<file path="src/rtl/mda_motor_pwm_gen_if.sv">
// rtl/mda_motor_pwm_gen_if.sv - duty command handshake bundle for mda_motor_pwm_gen
//
// Purpose: carries one signed duty command from the control side to the PWM generator.
// Signals:
//   cmd_valid  master->slave  a command is presented on cmd_duty
//   cmd_ready  slave->master  the generator can accept a command this cycle
//   cmd_duty   master->slave  DUTY_W+1 bit two's complement duty (>0 fwd, <0 rev, 0 coast)
interface mda_motor_pwm_gen_if #(
  parameter int DUTY_W = 10
);
  logic              cmd_valid;
  logic              cmd_ready;
  logic [DUTY_W:0]   cmd_duty;

  modport master (output cmd_valid, output cmd_duty, input cmd_ready);
  modport slave  (input cmd_valid, input cmd_duty, output cmd_ready);
endinterface

</file>
<file path="src/rtl/mda_motor_pwm_gen.sv">
// rtl/mda_motor_pwm_gen.sv - signed-duty PWM generator with reversal coast and command watchdog
//
// Purpose: turns a signed duty command into the registered {dir, on} pair for one
// H-bridge, with a one-deep command buffer applied only at PWM period boundaries.
// Ports:
//   clk           system clock, rising edge
//   reset         asynchronous, active-high
//   cmd           command handshake (slave side): cmd_valid / cmd_ready / cmd_duty
//   dir           direction to output stage, 1 = reverse
//   on            drive enable to output stage
//   period_start  one-cycle pulse on the first output cycle of each period
//   timeout       watchdog tripped; held until the next command takes effect
module mda_motor_pwm_gen #(
  parameter int PERIOD       = 1000,
  parameter int DUTY_W       = 10,
  parameter int WDOG_PERIODS = 5000
) (
  input  logic               clk,
  input  logic               reset,
  mda_motor_pwm_gen_if.slave cmd,
  output logic               dir,
  output logic               on,
  output logic               period_start,
  output logic               timeout
);

  localparam int CW = $clog2(PERIOD + 1);
  localparam int WW = $clog2(WDOG_PERIODS + 1);
  localparam logic [CW-1:0]   CNT_LAST = CW'(PERIOD - 1);
  localparam logic [CW-1:0]   MAG_MAX  = CW'(PERIOD);
  localparam logic [WW-1:0]   WD_LAST  = WW'(WDOG_PERIODS - 1);
  localparam logic [DUTY_W:0] ONE      = 1;

  typedef enum logic [1:0] {S_RUN, S_COAST, S_TIMEOUT} state_t;

  state_t          state, state_n;
  logic [CW-1:0]   cnt;
  logic            pend_full;
  logic [DUTY_W:0] pend_duty;
  logic [CW-1:0]   mag_act, mag_n;
  logic            dir_act, dir_act_n;
  logic            last_dir, last_dir_n;
  logic [WW-1:0]   wdog, wdog_n;
  logic            acc_seen, acc_seen_n;
  logic            timeout_n;
  logic            pend_clear;

  logic            boundary;
  logic            accept;
  logic            acc_period;
  logic            pend_sign;
  logic [DUTY_W:0] pend_abs;
  logic [CW-1:0]   pend_mag;

  assign boundary      = (cnt == CNT_LAST);
  assign cmd.cmd_ready = !pend_full || boundary;
  assign accept        = cmd.cmd_valid && cmd.cmd_ready;
  // An accept in the boundary cycle still belongs to the period that is ending.
  assign acc_period    = acc_seen || accept;

  // Magnitude conversion; the unsigned view of the negated most-negative code is
  // exactly 2^DUTY_W, so it needs no special case before saturation.
  assign pend_sign = pend_duty[DUTY_W];
  assign pend_abs  = pend_sign ? (~pend_duty + ONE) : pend_duty;
  assign pend_mag  = (32'(pend_abs) > 32'(PERIOD)) ? MAG_MAX : CW'(pend_abs);

  always_ff @(posedge clk or posedge reset) begin
    if (reset) state <= S_RUN;
    else       state <= state_n;
  end

  always_comb begin
    state_n    = state;
    mag_n      = mag_act;
    dir_act_n  = dir_act;
    last_dir_n = last_dir;
    wdog_n     = wdog;
    timeout_n  = timeout;
    pend_clear = 1'b0;
    acc_seen_n = acc_period;
    if (boundary) begin
      acc_seen_n = 1'b0;
      if (acc_period)            wdog_n = '0;
      else if (wdog != WD_LAST)  wdog_n = wdog + WW'(1);

      if (!acc_period && (wdog == WD_LAST)) begin
        state_n    = S_TIMEOUT;
        mag_n      = '0;
        pend_clear = 1'b1;
        timeout_n  = 1'b1;
      end else begin
        case (state)
          S_RUN: begin
            if (pend_full) begin
              if ((pend_mag != '0) && (pend_sign != last_dir) && (mag_act != '0)) begin
                // Reversal while driving: stop for one period, keep the command pending.
                state_n = S_COAST;
                mag_n   = '0;
              end else begin
                mag_n      = pend_mag;
                dir_act_n  = pend_sign;
                pend_clear = 1'b1;
                if (pend_mag != '0) last_dir_n = pend_sign;
              end
            end
          end
          S_COAST: begin
            state_n = S_RUN;
            if (pend_full) begin
              mag_n      = pend_mag;
              dir_act_n  = pend_sign;
              pend_clear = 1'b1;
              if (pend_mag != '0) last_dir_n = pend_sign;
            end
          end
          S_TIMEOUT: begin
            // Motor is already stopped, so a reversal needs no coast here.
            if (pend_full) begin
              state_n    = S_RUN;
              mag_n      = pend_mag;
              dir_act_n  = pend_sign;
              last_dir_n = pend_sign;
              pend_clear = 1'b1;
              timeout_n  = 1'b0;
            end
          end
          default: state_n = S_RUN;
        endcase
      end
    end
  end

  always_ff @(posedge clk or posedge reset) begin
    if (reset) begin
      cnt          <= '0;
      pend_full    <= 1'b0;
      pend_duty    <= '0;
      mag_act      <= '0;
      dir_act      <= 1'b0;
      last_dir     <= 1'b0;
      wdog         <= '0;
      acc_seen     <= 1'b0;
      timeout      <= 1'b0;
      on           <= 1'b0;
      dir          <= 1'b0;
      period_start <= 1'b0;
    end else begin
      cnt <= boundary ? '0 : cnt + CW'(1);
      // A boundary accept overwrites the slot freed (or still held) on the same edge.
      if (accept) begin
        pend_duty <= cmd.cmd_duty;
        pend_full <= 1'b1;
      end else if (pend_clear) begin
        pend_full <= 1'b0;
      end
      mag_act      <= mag_n;
      dir_act      <= dir_act_n;
      last_dir     <= last_dir_n;
      wdog         <= wdog_n;
      acc_seen     <= acc_seen_n;
      timeout      <= timeout_n;
      on           <= (state == S_RUN) && (cnt < mag_act);
      dir          <= (state == S_RUN) && (mag_act != '0) && dir_act;
      period_start <= (cnt == '0);
    end
  end

endmodule

</file>
<file path="src/flat_wrapper.sv">
// flat-port wrapper written by rule: the top's interface ports become plain ports
module mda_motor_pwm_gen_flat 
#(
  parameter int PERIOD       = 1000,
  parameter int DUTY_W       = 10,
  parameter int WDOG_PERIODS = 5000
)
  (clk, reset, dir, on, period_start, timeout, cmd_cmd_valid, cmd_cmd_duty, cmd_cmd_ready);
  mda_motor_pwm_gen_if #(.DUTY_W(DUTY_W)) cmd_i ();
  input  logic clk;
  input  logic reset;
  output logic dir;
  output logic on;
  output logic period_start;
  output logic timeout;
  input wire logic [$bits(cmd_i.cmd_valid)-1:0] cmd_cmd_valid;
  input wire logic [$bits(cmd_i.cmd_duty)-1:0] cmd_cmd_duty;
  output wire logic [$bits(cmd_i.cmd_ready)-1:0] cmd_cmd_ready;
  assign cmd_i.cmd_valid = cmd_cmd_valid;
  assign cmd_i.cmd_duty = cmd_cmd_duty;
  assign cmd_cmd_ready = cmd_i.cmd_ready;
  mda_motor_pwm_gen #(.PERIOD(PERIOD), .DUTY_W(DUTY_W), .WDOG_PERIODS(WDOG_PERIODS)) u_core (.clk(clk), .reset(reset), .cmd(cmd_i), .dir(dir), .on(on), .period_start(period_start), .timeout(timeout));
endmodule
</file>
<file path="config.mk">
export PLATFORM = sky130hd
export DESIGN_NAME = mda_motor_pwm_gen_flat
export DESIGN_NICKNAME = d
export VERILOG_FILES = /design/src/rtl/mda_motor_pwm_gen_if.sv /design/src/rtl/mda_motor_pwm_gen.sv /design/src/flat_wrapper.sv
export SDC_FILE = /design/constraint.sdc
export NUM_CORES = 1
export LEC_CHECK = 0
export ABC_AREA = 1
export ABC_CLOCK_PERIOD_IN_PS = 3000
export CAP_MARGIN = 10
export CORE_MARGIN = 8
export CORE_UTILIZATION = 35
export DETAILED_ROUTE_END_ITERATION = 12
export DONT_BUFFER_PORTS = 1
export GPL_TIMING_DRIVEN = 0
export SLEW_MARGIN = 20
export SYNTH_ARGS = -nofsm -noshare
export SYNTH_HDL_FRONTEND = slang
export SYNTH_SLANG_ARGS = --single-unit
</file>
<file path="constraint.sdc">
create_clock -name clk -period 3 [get_ports clk]
set_input_delay 0.45 -clock clk [delete_from_list [all_inputs] [get_ports clk]]
set_output_delay 0.45 -clock clk [all_outputs]
set_load 0.02 [all_outputs]
</file>
==> impl_metrics.env, run 1 <==
export IMPL_status="completed"
export IMPL_fmax_ghz=0.420
export IMPL_synth_warnings=0
export IMPL_clk_pin_slew_ns=0.10
export IMPL_syn_inst=435
export IMPL_track_usage_pct=12.1
export IMPL_clockRootBuffer="clkbuf_8"
export IMPL_rows=35
export IMPL_globalplace_congestion=0.867
export IMPL_end_kind="flop"
export IMPL_use_met1_pct=16.9
export IMPL_final_common_cell="nand2_1"
export IMPL_routed_wl_um=7350
export IMPL_grt_max_degree=55
export IMPL_drcViolationCount=0
export IMPL_viasPerCell=4.95
export IMPL_syn_area_um2=3330
export IMPL_finalCritPeriodShare_pct=79.3
export IMPL_cts_tree="built"
export IMPL_synthXorXnorAreaFrac_pct=0.790
export IMPL_dieArea_um2=12900
export IMPL_synth_fa_ha_area_share_pct=6.39
export IMPL_final_util_pct=38.8
export IMPL_leakage_nw=1.78
export IMPL_drt_initial_drc_count=189
export IMPL_maxCapViolCount=0
export IMPL_initial_utilization_pct=36.0
export IMPL_antenna_found_initial=0
export IMPL_dpl_cell_area_um2=3490
export IMPL_holdWs_ns=0.106
export IMPL_dp_hpwl_um=5610
export IMPL_dieHeight_um=113
export IMPL_max_slew_worst_pin_slew_ns=0.679
export IMPL_fillers=958
export IMPL_yosys_register_bits=54
export IMPL_grt_pass1_wl_um=13000
export IMPL_finalSetupViolCount=0
export IMPL_cp_depth=15
export IMPL_grt_use_met2_pct=18.4
export IMPL_max_slew_margin_pct=54.7
export IMPL_vias=2829
export IMPL_slowest_stage="dfrtp_1"
export IMPL_power_density_nw_per_um2=363
export IMPL_first_global_vias=2769
export IMPL_h_tree_depth=2
export IMPL_grt_util_met3_pct=2.11
export IMPL_wire_per_inst_um=12.8
export IMPL_worstSetupEndpoint="u_core.dir_act"
export IMPL_syn_num_nets=466
export IMPL_clock_latency_ns=0.31
export IMPL_crit_chain="inv_1, ha_1, nand2_1, nor2_1, nand3_1, nand3_1, nand2_1, nand3_1, nor2_1, nor2_2, nand4_1, nand3_1, nand3_1, nand2_1, o21ai_1"
export IMPL_rsz0062_at_grt="false"
export IMPL_place_inst=564
export IMPL_reg2reg_from="u_core.pend_duty[0]"
export IMPL_cp_arrival_ns=2.57
export IMPL_muxShareOfSynthArea_pct=0
export IMPL_syn2layout_area_growth_pct=7.78
export IMPL_skew_ns=0.00960
export IMPL_numClockSinks=54
export IMPL_io_pins=19
export IMPL_cts_max_path_buffers=2
export IMPL_nets=473
export IMPL_hold_violations=0
export IMPL_drive_above_1_share_pct=7.00
export IMPL_final_cell_area_um2=3590
export IMPL_final_cells=572
export IMPL_r2r_setup_slack_ns=0.62
export IMPL_cp_startpoint="u_core.pend_duty[0]"
export IMPL_synth_compound_area_share_pct=11.5
export IMPL_layout_common_cells="nand2_1 (77), inv_1 (71), nor2_1 (56)"
export IMPL_die_w_um=113
export IMPL_critPathTopFamily="simple AND/OR/NAND/NOR gates"
export IMPL_fp_coreArea_um2=9240
export IMPL_cpPeakStageDelay_ns=0.42
export IMPL_regToRegEndpoint="u_core.dir_act"
export IMPL_ir_drop_v=0.000162
export IMPL_post_cts_buffers=0
export IMPL_grt_busiest_layer="met2"
export IMPL_worstRegToRegCells=15
export IMPL_hold_path_class="input pin to async pin"
export IMPL_syn_avg_cell_area_um2=7.65
export IMPL_synth_seq_area_share_pct=40.6
export IMPL_cts_resized_gates=0
export IMPL_report_final_slew_viol_count=0
export IMPL_criticalPathCategory="flop to flop"
export IMPL_synth_top_family_by_area="simple AND/OR/NAND/NOR gates"
export IMPL_period_minus_slack_ns=2.38
export IMPL_antenna_cells=0
export IMPL_dr_pass1_iters=4
export IMPL_critPathBufInv=1
export IMPL_cp_required_ns=3.20
export IMPL_cts_made_buffers=5
export IMPL_postRouteAntennaNets=0
export IMPL_port_buffers=0
export IMPL_grt_ovfl_total=0
export IMPL_tns_ns=0
export IMPL_synthSimpleGateAreaFrac_pct=31.3
export IMPL_synth_cell_types=41
export IMPL_holdBufCountCts=0
export IMPL_cp_start_kind="flop"
export IMPL_crit_path_frequent_cell="nand3_1"
export IMPL_crit_path_max_fanout=5
==> sequential cells by signal (all words and copies together), names as in the netlist <==
name	count
u_core.state	2
u_core.acc_seen	1
u_core.mag_act	10
u_core.dir	1
u_core.pend_full	1
u_core.dir_act	1
u_core.last_dir	1
u_core.wdog	13
u_core.on	1
u_core.period_start	1
u_core.cnt	10
u_core.timeout	1
u_core.pend_duty	11
==> power breakdown <==
group          switching, mW  internal, mW  leakage (nW)
clock network          0.250         0.186        0.0472
registers             0.0115         0.740         0.601
logic                 0.0805        0.0344          1.13
==> worst min-delay path by stage <==
stage / startpoint / to / slack, ns / cells past startpoint
6_report: reset / u_core.period_start / 0.11 / 1
5_1_grt: reset / u_core.period_start / 0.17 / 1
4_1_cts: reset / u_core.period_start / 0.14 / 1
3_5_place_dp: u_core.cnt[0] / u_core.cnt[0] / 0.46 / 1
3_3_place_gp: u_core.cnt[0] / u_core.cnt[0] / 0.45 / 1
2_1_floorplan: u_core.cnt[0] / u_core.cnt[0] / 0.43 / 1
==> cells in the mapped netlist (all sizes together) <==
cell type / number / share of area, %
and2: 1 / 0.26
nand2: 84 / 11
nor4: 7 / 1.3
o41ai: 1 / 0.26
nand4: 16 / 3.5
nand3: 35 / 5.4
o21ai: 21 / 3.2
nor3b: 1 / 0.23
a21boi: 2 / 0.45
a211oi: 3 / 0.68
o21a: 2 / 0.45
inv: 74 / 8.5
o31ai: 3 / 0.68
nand3b: 2 / 0.45
xnor2: 1 / 0.26
ha: 17 / 6.4
clkbuf: 2 / 0.23
o22ai: 7 / 1.3
and3: 1 / 0.19
buf: 3 / 0.71
xor2: 2 / 0.53
a221oi: 1 / 0.26
a2111oi: 1 / 0.26
dfrtp: 54 / 41
nor2: 58 / 6.8
a21oi: 25 / 4.0
nor3: 11 / 2.5
==> through the flow <==
stage                     total power [mW]  setup WS (ns)
after CTS                             1.33          0.614
final                                 1.30          0.622
after global placement               0.880          0.495
after global routing                  1.37          0.338
after detailed placement             0.882          0.634
after floorplan                      0.853           1.02
==> cells by family (layout without fill, tap and decap cells) <==
kind of cell,after synthesis,in the layout
DFF,54,54
buffers and inverters,79,87
adders and majority gates,17,17
and+or+nand+nor,216,216
xor gates and xnor gates,3,3
AOI/OAI and AO/OA,66,66
==> per-layer routing <==
metal	vias up	wire length (um)
met4	0	76
met1	1327	3770
met5	-	0
met3	5	273
met2	52	3230
li1	1445	-
==> worst reg2reg max path: stages, from the launching register on <==
cell	delay [ns]
dfrtp_1	0.42
inv_1	0.14
ha_1	0.26
nand2_1	0.10
nor2_1	0.10
nand3_1	0.12
nand3_1	0.10
nand2_1	0.07
nand3_1	0.09
nor2_1	0.06
nor2_2	0.17
nand4_1	0.23
nand3_1	0.19
nand3_1	0.10
nand2_1	0.06
o21ai_1	0.06
==> cell type report <==
type	count	area (um2)	share of cell area, %
clock inverters	2	12.5	0.349
inverters	74	285	7.96
multi-input cells	302	1660	46.3
plain buffers	5	31.3	0.872
flip-flops and latches	54	1350	37.7
clock buffers	6	82.6	2.30
well taps	129	161	4.50
Power figures use the tool's default switching activity.
==> run 2, diff against run 1 <==
Settings changed: ABC_CLOCK_PERIOD_IN_PS 3000 to 2029.
Clock period 3 ns to 2.03 ns, I/O delays scaled along.
==> run 2 against run 1 <==
Effect of this change: the flow now finishes with violations (setup timing); register-to-register slack lost 0.73 ns; first-iteration DRC count fell by 32%; non-clock buffer count grew 47; clock skew rose by 0.0030 ns; clock power is 51% higher; maximum frequency increased by 11%; routed wire length grew 17%; critical path type unchanged; largest cell class unchanged.
==> impl_metrics.env, run 2 (synthesis gave the netlist of run 1 again) <==
export IMPL_wire_per_inst_um=13.8
export IMPL_syn2layout_area_growth_pct=29.4
export IMPL_fp_coreArea_um2=9240
export IMPL_top_regs="u_core.wdog (13), u_core.pend_duty (11)"
export IMPL_routed_wl_um=8590
export IMPL_rsz0062_at_grt="true"
export IMPL_max_slew_margin_pct=53.9
export IMPL_period_minus_slack_ns=2.13
export IMPL_dieArea_um2=12900
export IMPL_dp_hpwl_um=5610
export IMPL_power_density_nw_per_um2=469
export IMPL_drcViolationCount=0
export IMPL_cp_arrival_ns=2.33
export IMPL_largest_register_ffs=13
export IMPL_leakage_nw=2.02
export IMPL_dieHeight_um=113
export IMPL_violations="setup timing"
export IMPL_layout_setup_ws_ns=-0.104
export IMPL_cts_max_path_buffers=2
export IMPL_regMostFlops="u_core.wdog"
export IMPL_hold_path_class="input pin to flop"
export IMPL_grt_pass1_wl_um=14100
export IMPL_drt_initial_drc_count=129
export IMPL_first_global_vias=3005
export IMPL_cts_tree="built"
export IMPL_grt_max_degree=55
export IMPL_cp_required_ns=2.23
export IMPL_cts_made_buffers=5
export IMPL_hold_violations=0
export IMPL_power_mw=2.02
export IMPL_end_kind="flop"
export IMPL_track_usage_pct=13.2
export IMPL_maxCapViolCount=0
export IMPL_globalplace_congestion=0.867
export IMPL_skew_ns=0.0126
export IMPL_max_slew_worst_pin_slew_ns=0.691
export IMPL_fmax_ghz=0.469
export IMPL_place_ws_ns=-0.336
export IMPL_cp_start_kind="flop"
export IMPL_criticalPathCategory="flop to flop"
export IMPL_numClockSinks=54
export IMPL_ir_drop_v=0.000249
export IMPL_rows=35
export IMPL_layout_common_cells="nand2_1 (66), inv_1 (62), dfrtp_1 (53)"
export IMPL_clk_pin_slew_ns=0.11
export IMPL_h_tree_depth=2
export IMPL_clockRootBuffer="clkbuf_8"
export IMPL_crit_path_max_fanout=6
export IMPL_finalSetupViolCount=23
export IMPL_grt_ovfl_total=0
export IMPL_antenna_found_initial=0
export IMPL_clock_latency_ns=0.32
export IMPL_nets=522
export IMPL_finalCritPeriodShare_pct=105
export IMPL_dr_pass1_iters=4
export IMPL_io_pins=19
export IMPL_report_final_slew_viol_count=0
export IMPL_final_common_cell="nand2_1"
export IMPL_die_w_um=113
export IMPL_initial_utilization_pct=36.0
export IMPL_status="finished, violations left"
export IMPL_viasPerCell=4.95
export IMPL_vias=3073
export IMPL_antenna_cells=0
export IMPL_postRouteAntennaNets=0
export IMPL_drive_above_1_share_pct=27.6
export IMPL_port_buffers=0
run 2: cell types whose count changed in the layout (fill, tap and decap cells not counted), moves of 5 or more:
| cell | change |
|---|---|
| nor2_1 | -11 |
| o21ai_1 | +9 |
| nor2_4 | +5 |
| o21ai_0 | -11 |
| inv_2 | +5 |
| nand3_2 | +9 |
| nand2_1 | -11 |
| buf_4 | +43 |
| inv_1 | -9 |
| nand2_2 | +7 |
| nor2_2 | +6 |
| nand3_1 | -12 |
run 2: power by group:
group | internal (mW) | switching [mW] | total (mW)
clock network | 0.276 | 0.382 | 0.657
registers | 1.09 | 0.0196 | 1.11
logic | 0.0924 | 0.156 | 0.249
run 2: final timing paths:
check                               startpoint             endpoint  slack, ns  cells past startpoint
worst max register to register   u_core.cnt[1]    u_core.mag_act[7]      -0.10                     13
worst min register to register  u_core.dir_act       u_core.dir_act       0.52                      2
worst min-delay path             cmd_cmd_valid     u_core.pend_full        0.1                      2
worst max-delay path             u_core.cnt[1]    u_core.mag_act[7]      -0.10                     13
min in group asynchronous                reset  u_core.period_start       0.57                      2
max in group asynchronous                reset        u_core.cnt[8]       0.96                      2
run 2: what timing repair did:
| item | in CTS | in global routing |
|---|---|---|
| pin swaps | 12 | 26 |
| setup buffers | 21 | 26 |
| hold buffers | 1 | 0 |
| gates cloned | 1 | 1 |
| endpoints found under the setup margin | 25 | 33 |
| hold endpoints to repair | 4 | 0 |
| gates resized for setup | 30 | 67 |
run 2: cell type report:
cell class,count,area (um2)
clock inverter,2,12.5
tap,129,161
inverter,74,302
fill,875,4930
clock buffer,6,82.6
multi-input combinational,304,1990
timing repair buffer,48,378
buffer,4,28.8
sequential,54,1350
run 2: worst max-delay path, stage by stage (launching register included):
cell and delay, ns:
dfrtp_1 0.40, ha_2 0.21, nand2_2 0.08, inv_2 0.06, nand4_4 0.14, nand2_4 0.12, nand2_8 0.12, nand2_8 0.06
nor2_4 0.18, clkinv_4 0.13, nand2_2 0.11, o21ai_4 0.09, a21oi_4 0.23, o22ai_1 0.11
run 2: through the flow:
step | util, % | instances | instance area [um2] | TNS (ns) | hold WS, ns
5_1_grt | 46.6 | 621 | 4310 | -3.88 | 0.0807
6_report | 46.6 | 621 | 4310 | -1.33 | 0.0955
3_5_place_dp | 37.8 | 564 | 3490 | -5.24 | 0.347
4_1_cts | 41.9 | 595 | 3880 | -0.626 | 0.0878
3_3_place_gp | 37.8 | 564 | 3490 | -22.14 | 0.411
2_1_floorplan | - | 435 | 3330 | 0 | 0.406
run 2: routing by layer:
layer  wire, um  vias to the layer above  track usage [%]  share of wire, %
met5          0                        -                0                 0
met4        167                        0             4.35               1.9
met3        322                       14             2.48               3.7
met2       4000                       50             21.2                47
met1       4100                     1457             17.4                48
li1           -                     1552                -                 -
